**src/rtl/sensor_input_conditioner.sv**
```systemverilog
// Input front end: synchronises and debounces the seven raw sensor/selector pins,
// reports stable levels with one-cycle change strobes, and decodes the water-level sensors.
module sensor_input_conditioner #(
    parameter int unsigned DEBOUNCE_CYCLES = 500000,
    parameter int unsigned COUNT_WIDTH     = 19
) (
    input  logic       clock,
    input  logic       reset,
    input  logic [6:0] sensor_raw,
    output logic [6:0] sensor_stable,
    output logic [6:0] sensor_changed,
    output logic [1:0] encoded_water,
    output logic       conflicting_values
);

    localparam int unsigned NUM_BITS = 7;
    localparam logic [COUNT_WIDTH-1:0] CNT_LAST = COUNT_WIDTH'(DEBOUNCE_CYCLES - 1);

    if (DEBOUNCE_CYCLES < 1) begin : g_bad_cycles
        $error("sensor_input_conditioner: DEBOUNCE_CYCLES must be >= 1");
    end
    if ((64'd1 << COUNT_WIDTH) < 64'(DEBOUNCE_CYCLES)) begin : g_bad_width
        $error("sensor_input_conditioner: COUNT_WIDTH too small for DEBOUNCE_CYCLES");
    end

    logic [NUM_BITS-1:0]    sync1;
    logic [NUM_BITS-1:0]    synced;
    logic [COUNT_WIDTH-1:0] cnt      [NUM_BITS];
    logic [COUNT_WIDTH-1:0] cnt_next [NUM_BITS];
    logic [NUM_BITS-1:0]    stable_next;
    logic [NUM_BITS-1:0]    changed_next;

    // Two-flop synchroniser on every pin.
    always_ff @(posedge clock) begin
        if (reset) begin
            sync1  <= '0;
            synced <= '0;
        end else begin
            sync1  <= sensor_raw;
            synced <= sync1;
        end
    end

    // Per-bit debounce: a differing level must persist DEBOUNCE_CYCLES synced cycles.
    always_comb begin
        stable_next  = sensor_stable;
        changed_next = '0;
        for (int i = 0; i < int'(NUM_BITS); i++) begin
            cnt_next[i] = '0;
            if (synced[i] != sensor_stable[i]) begin
                if (cnt[i] == CNT_LAST) begin
                    stable_next[i]  = synced[i];
                    changed_next[i] = 1'b1;
                end else begin
                    cnt_next[i] = cnt[i] + COUNT_WIDTH'(1);
                end
            end
        end
    end

    always_ff @(posedge clock) begin
        if (reset) begin
            sensor_stable  <= '0;
            sensor_changed <= '0;
            for (int i = 0; i < int'(NUM_BITS); i++) begin
                cnt[i] <= '0;
            end
        end else begin
            sensor_stable  <= stable_next;
            sensor_changed <= changed_next;
            for (int i = 0; i < int'(NUM_BITS); i++) begin
                cnt[i] <= cnt_next[i];
            end
        end
    end

    // Water decode; the last legal level is held while the sensors disagree.
    always_ff @(posedge clock) begin
        if (reset) begin
            encoded_water      <= 2'd0;
            conflicting_values <= 1'b0;
        end else begin
            case (sensor_stable[2:0])
                3'b000: begin
                    encoded_water      <= 2'd0;
                    conflicting_values <= 1'b0;
                end
                3'b001: begin
                    encoded_water      <= 2'd1;
                    conflicting_values <= 1'b0;
                end
                3'b011: begin
                    encoded_water      <= 2'd2;
                    conflicting_values <= 1'b0;
                end
                3'b111: begin
                    encoded_water      <= 2'd3;
                    conflicting_values <= 1'b0;
                end
                default: conflicting_values <= 1'b1;
            endcase
        end
    end

endmodule

```
**config.mk**
```make
export PLATFORM = sky130hd
export DESIGN_NAME = sensor_input_conditioner
export DESIGN_NICKNAME = d
export VERILOG_FILES = /design/src/rtl/sensor_input_conditioner.sv
export SDC_FILE = /design/constraint.sdc
export NUM_CORES = 1
export LEC_CHECK = 0
export CORE_MARGIN = 2
export CORE_UTILIZATION = 46
export CTS_CLUSTER_DIAMETER = 80
export DETAILED_ROUTE_END_ITERATION = 8
export GPL_TIMING_DRIVEN = 0
export HOLD_SLACK_MARGIN = 0.12
export PLACE_DENSITY_LB_ADDON = 0.15
export SYNTH_ARGS = -nofsm -noshare
export SYNTH_HDL_FRONTEND = slang
export SYNTH_SLANG_ARGS = --single-unit
```
**constraint.sdc**
```tcl
create_clock -name clock -period 2.1 [get_ports clock]
set_input_delay 0.315 -clock clock [delete_from_list [all_inputs] [get_ports clock]]
set_output_delay 0.315 -clock clock [all_outputs]
set_load 0.05 [all_outputs]
```
* After elaboration in Yosys (flattened, before gate mapping)
Memories as Yosys holds them, arrays and structs flattened.
Cells that the tools add are included.
** Operators by class
- Add/sub/neg operators :: 7
- Bitwise logic cells :: 14
- Muxes and demuxes :: 33
- Equal/unequal tests :: 17
- Reduce and logical (&&, ||, !) cells :: 17
** Operators by type and width (number)
- $mux W19 :: 21
- $add A19 B1 Y19 const B :: 7
- $eq A19 B19 Y1 const B :: 7
- $reduce_and A2 Y1 :: 7
- $reduce_or A2 Y1 :: 7
- $mux W1 :: 11
- $pmux W2 S4 :: 1
- $ne A1 B1 Y1 :: 7
- $not A1 Y1 :: 7
- $or A1 B1 Y1 :: 7
- $reduce_bool A4 Y1 :: 1
- $reduce_or A4 Y1 :: 1
- $eq A3 B1 Y1 const B :: 1
- $eq A3 B2 Y1 const B :: 1
- $eq A3 B3 Y1 const B :: 1
- $logic_not A3 Y1 :: 1
** Word-level totals
- Input port bits :: 9
- Word-level logic and storage cells :: 107
- Output and inout port bits :: 17
- Memories kept :: 1
- RAM bits :: 133
- Flip-flop bits (word level) :: 31
** Memory list
- cnt :: depth 7, bits a word 19, read ports 7, clocked after memory_dff 0, write ports 7, RTL line 28 : logic [COUNT_WIDTH-1:0] cnt [NUM_BITS];

* Depth between registers and ports, before layout
- Depth after elaboration :: 4
- Gate-level depth with buffers :: 7
- Depth with buffers taken out :: 5

* Least setup slack after synthesis
No wires, ideal clock.
- Kind :: reg-to-reg
- From :: memory cnt[2][0]
- To :: memory cnt[2][12]
- Path buffers :: 2
- Library setup time :: 0.128 ns
- Period minus slack after synthesis :: 1.897 ns
- Stages on the path, launching flop included :: 8
- Setup slack :: 0.203 ns
- Required time :: 1.972 ns
- Data arrival time :: 1.769 ns
- Cells stage by stage :: dfxtp_1 ha_1 and3_1 clkbuf_1 nand2_1 o21ai_1 clkbuf_1 nor2_1
** RTL lines (RTL line)
- start, declared :: 28

==> flow_summary.rst <==
.. list-table::
   :header-rows: 1

   * - Metric
     - Value
   * - Boundary pin count
     - 26
   * - Clock root cell
     - sky130_fd_sc_hd__clkbuf_16
   * - Crit-path max FO
     - 7
   * - Post-layout min period
     - slightly below 2000 ps
   * - Initial standard-cell utilization of the core
     - 46.6%
   * - P&R area growth vs syn
     - 16.9%
   * - TritonCTS clock tree
     - done
   * - Antenna violation net count after detailed routing
     - 0
   * - Max IR drop VDD
     - roughly 0.55 mV
   * - Number of enable-type register cells in the synthesized netlist
     - 0
   * - Static leakage
     - between 2 and 2.5 nW
   * - Cell type of the slowest stage on the worst timing path
     - sky130_fd_sc_hd__or4_1
   * - Share of post-route cells with drive strength above 1
     - between 6 and 7%
   * - Largest net degree at the start of global routing
     - 17
   * - Synth top area share
     - a little under half
   * - Yosys warnings
     - 0
   * - Number of distinct library cell variants in the gate-level netlist after synthesis
     - 45
   * - Summed negative setup slack over all endpoints
     - 0 ps
   * - Post-synthesis average cell area
     - between 8 and 9 um2
   * - Data arrival time at the worst-slack endpoint
     - between 2000 and 2500 ps
   * - First-pass GRT wire length
     - between 20,000 and 25,000 um
   * - Detailed placement HPWL
     - 10,100 um
   * - Antenna Cells
     - 0
   * - Outcome
     - completed
   * - Sum of routed wire length over all layers
     - 14,400 um
   * - Via density per instance
     - 5.45
   * - Stage delay of the slowest cell on the critical path
     - around 480 ps
   * - Final Max Tran Viols
     - 0
   * - Max-cap check violation count
     - 0
   * - Number of global-route vias before repair
     - between 5,000 and 6,000
   * - Data required time of the critical path
     - around 2500 ps
   * - PD cells
     - between 700 and 800 nW/um2
   * - GRT Resource Usage Total
     - a little under a fifth
   * - Most common flop cell mapped by yosys
     - sky130_fd_sc_hd__dfxtp_1
   * - Worst Hold Launch
     - sync1[4]
   * - Skew final
     - approximately 9.3 ps
   * - Wirelength per Cell
     - roughly 14 um
   * - Via count of the routed design
     - 5,749
   * - Worst min-delay path category
     - reg -> reg
   * - Leading post-synthesis cells by instance count
     - sky130_fd_sc_hd__dfxtp_1 (164), sky130_fd_sc_hd__nor2_1 (139), sky130_fd_sc_hd__xnor2_1 (78), sky130_fd_sc_hd__nand3_1 (49), sky130_fd_sc_hd__nand4_1 (39)
   * - Startpoint of the worst-slack reg-to-reg timing path
     - cnt[1][6]
   * - Area of combinational cells with multiple inputs
     - about 3600 um2
   * - Number of cell instances on the worst register-to-register path
     - 5
   * - Gr ovfl total
     - 0
   * - Tightest Pin Transition
     - approximately 620 ps
   * - Relative slew slack
     - between 50% and 60%
   * - Number of antenna violations at the first check in global routing
     - 0
   * - Crit share post-route
     - 94.6%
   * - Cell taking the most area after synthesis
     - sky130_fd_sc_hd__dfxtp_1
   * - Sinks on the clock net
     - ~160
   * - Length of the first detailed-routing pass in iterations
     - 5
   * - Floorplan Core Area
     - roughly 15,000 um2
   * - Sequential element share of the synthesized area
     - 46.7%
   * - Finished Cell Area
     - ~8200 um2
   * - Highest clock rate
     - 503 MHz
   * - Launching element of the worst setup path
     - cnt[1][6]
   * - Kind of critical path
     - reg -> reg
   * - List of cells traversed by the critical path
     - nand4_4 > or4_1 > buf_2 > or4_1 > a21oi_1
   * - Most frequent cell after synthesis
     - sky130_fd_sc_hd__dfxtp_1
   * - Final Hold Vio Count
     - 0
   * - Cell types occupying the most area after synthesis
     - sky130_fd_sc_hd__dfxtp_1 (47%), sky130_fd_sc_hd__xnor2_1 (9.7%), sky130_fd_sc_hd__nor2_1 (7.4%)
   * - Count of input and output buffers
     - 24
   * - Horizontal extent of the die
     - 128 um
   * - Post-synthesis instance total
     - between 800 and 900
   * - Flip-flop and latch count after synthesis
     - 164
   * - Post-synth net total
     - roughly 800
   * - FILL cells
     - between 1,000 and 1,500
   * - Die ar.
     - 16,300 um2
   * - Async set or reset register ratio after synthesis
     - 0%
   * - Site Rows
     - 45
   * - Clock buffer count from CTS
     - 17
   * - CTS clock-pin slew for the worst setup and hold paths
     - ~60 ps
   * - Most common cell type on the critical path
     - sky130_fd_sc_hd__or4_1
   * - Clock latency at the later pin of the worst-skew pair
     - about 420 ps
   * - Global placer's final weighted congestion
     - ~0.8
   * - Number of buffers between clock root and the deepest sink
     - 2
   * - Number of nets in the final layout
     - between 800 and 900
   * - Number of H-tree levels
     - 4
   * - Kind of start point of the critical path
     - register
   * - Power, Total
     - approximately 6.3 mW
   * - Instance count along the most critical hold path
     - 1
   * - Final routed DRC violation total
     - 0
   * - Die Span Y
     - ~130 um
   * - Register area
     - 3280 um2
   * - Placed Area
     - 7510 um2
   * - Number of setup violations in the final report
     - 0
   * - Nature of the critical path endpoint
     - register
   * - 1st-iter DRT viols
     - 354
   * - Post-synthesis cell area
     - slightly above 7000 um2
worst paths after layout:
| check | end | slack, ps |
|---|---|---|
| worst min-delay path | synced[4] | 430 |
| worst min register to register | synced[4] | 430 |
| worst max-delay path | cnt[1][17] | 110 |
| worst max register to register | cnt[1][17] | 110 |
state kept, by name, indices dropped and copies added, names as in the netlist:
signal	count
cnt	133
conflicting_values	1
encoded_water	2
sensor_changed	7
sensor_stable	7
sync1	7
synced	7
placed cells by master (no fill, tap or decap), drive strengths merged, types with 12 or more instances in the layout:
| cell | instances |
|---|---|
| a21oi | 22 |
| and3 | 16 |
| clkbuf | 41 |
| clkdlybuf4s50 | 21 |
| dfxtp | 164 |
| inv | 31 |
| nand2 | 33 |
| nand3 | 49 |
| nand4 | 40 |
| nor2 | 139 |
| nor2b | 15 |
| nor3 | 30 |
| nor4 | 34 |
| nor4b | 12 |
| o21ai | 22 |
| or3 | 12 |
| xnor2 | 78 |
| xor2 | 28 |
metrics by stage:
stage	hold slack (ps)	std cells	utilization (%)	worst slack, ps
floorplan	414	805	-	203
global placement	418	1017	49.8	-234
detailed placement	420	1017	49.8	-323
CTS	433	1049	54.0	12.0
global route	457	1054	54.5	-0.834
finish	435	1054	54.5	114
metal layers:
metal	wire [um]	global-route usage (%)
met5	0	0
met4	138	5.88
met3	421	4.97
met2	6950	30.2
met1	6890	23.6
area by class of cell:
type,instances,share of cell area (%)
flip-flops and latches,164,39.9
repair buffers,32,3.70
clock inverters,4,1.19
plain buffers,17,0.882
clock buffers,26,5.82
multi-input cells,592,44.2
inverters,31,1.41
well taps,188,2.86
logic make-up after synthesis:
kind of cell	after synthesis	synth area share (%)
compound gates	60	5.05
xor+xnor	106	13.2
fa+ha+maj	7	1.24
buf+inv	49	2.63
flops	164	46.7
simple gates	419	31.2
repair_timing:
action                     4_1_cts  5_1_grt
gates resized for setup         14       12
hold buffers                     0        0
pin swaps                        2        2
buffers inserted                 2        6
setup endpoints to repair       70       65
power by group:
group	internal, mW	switching, mW
Clock	1.92	1.15
Combinational	0.0369	0.0493
Sequential	3.13	0.00924
Total	5.09	1.21
worst max-delay path, delay by kind of cell (launching register included):
family	cells	cell delay, ps
simple gates	3	1140
compound gates	1	150
flops	1	460
buf+inv	1	170
(Power assumes the default switching activity.)
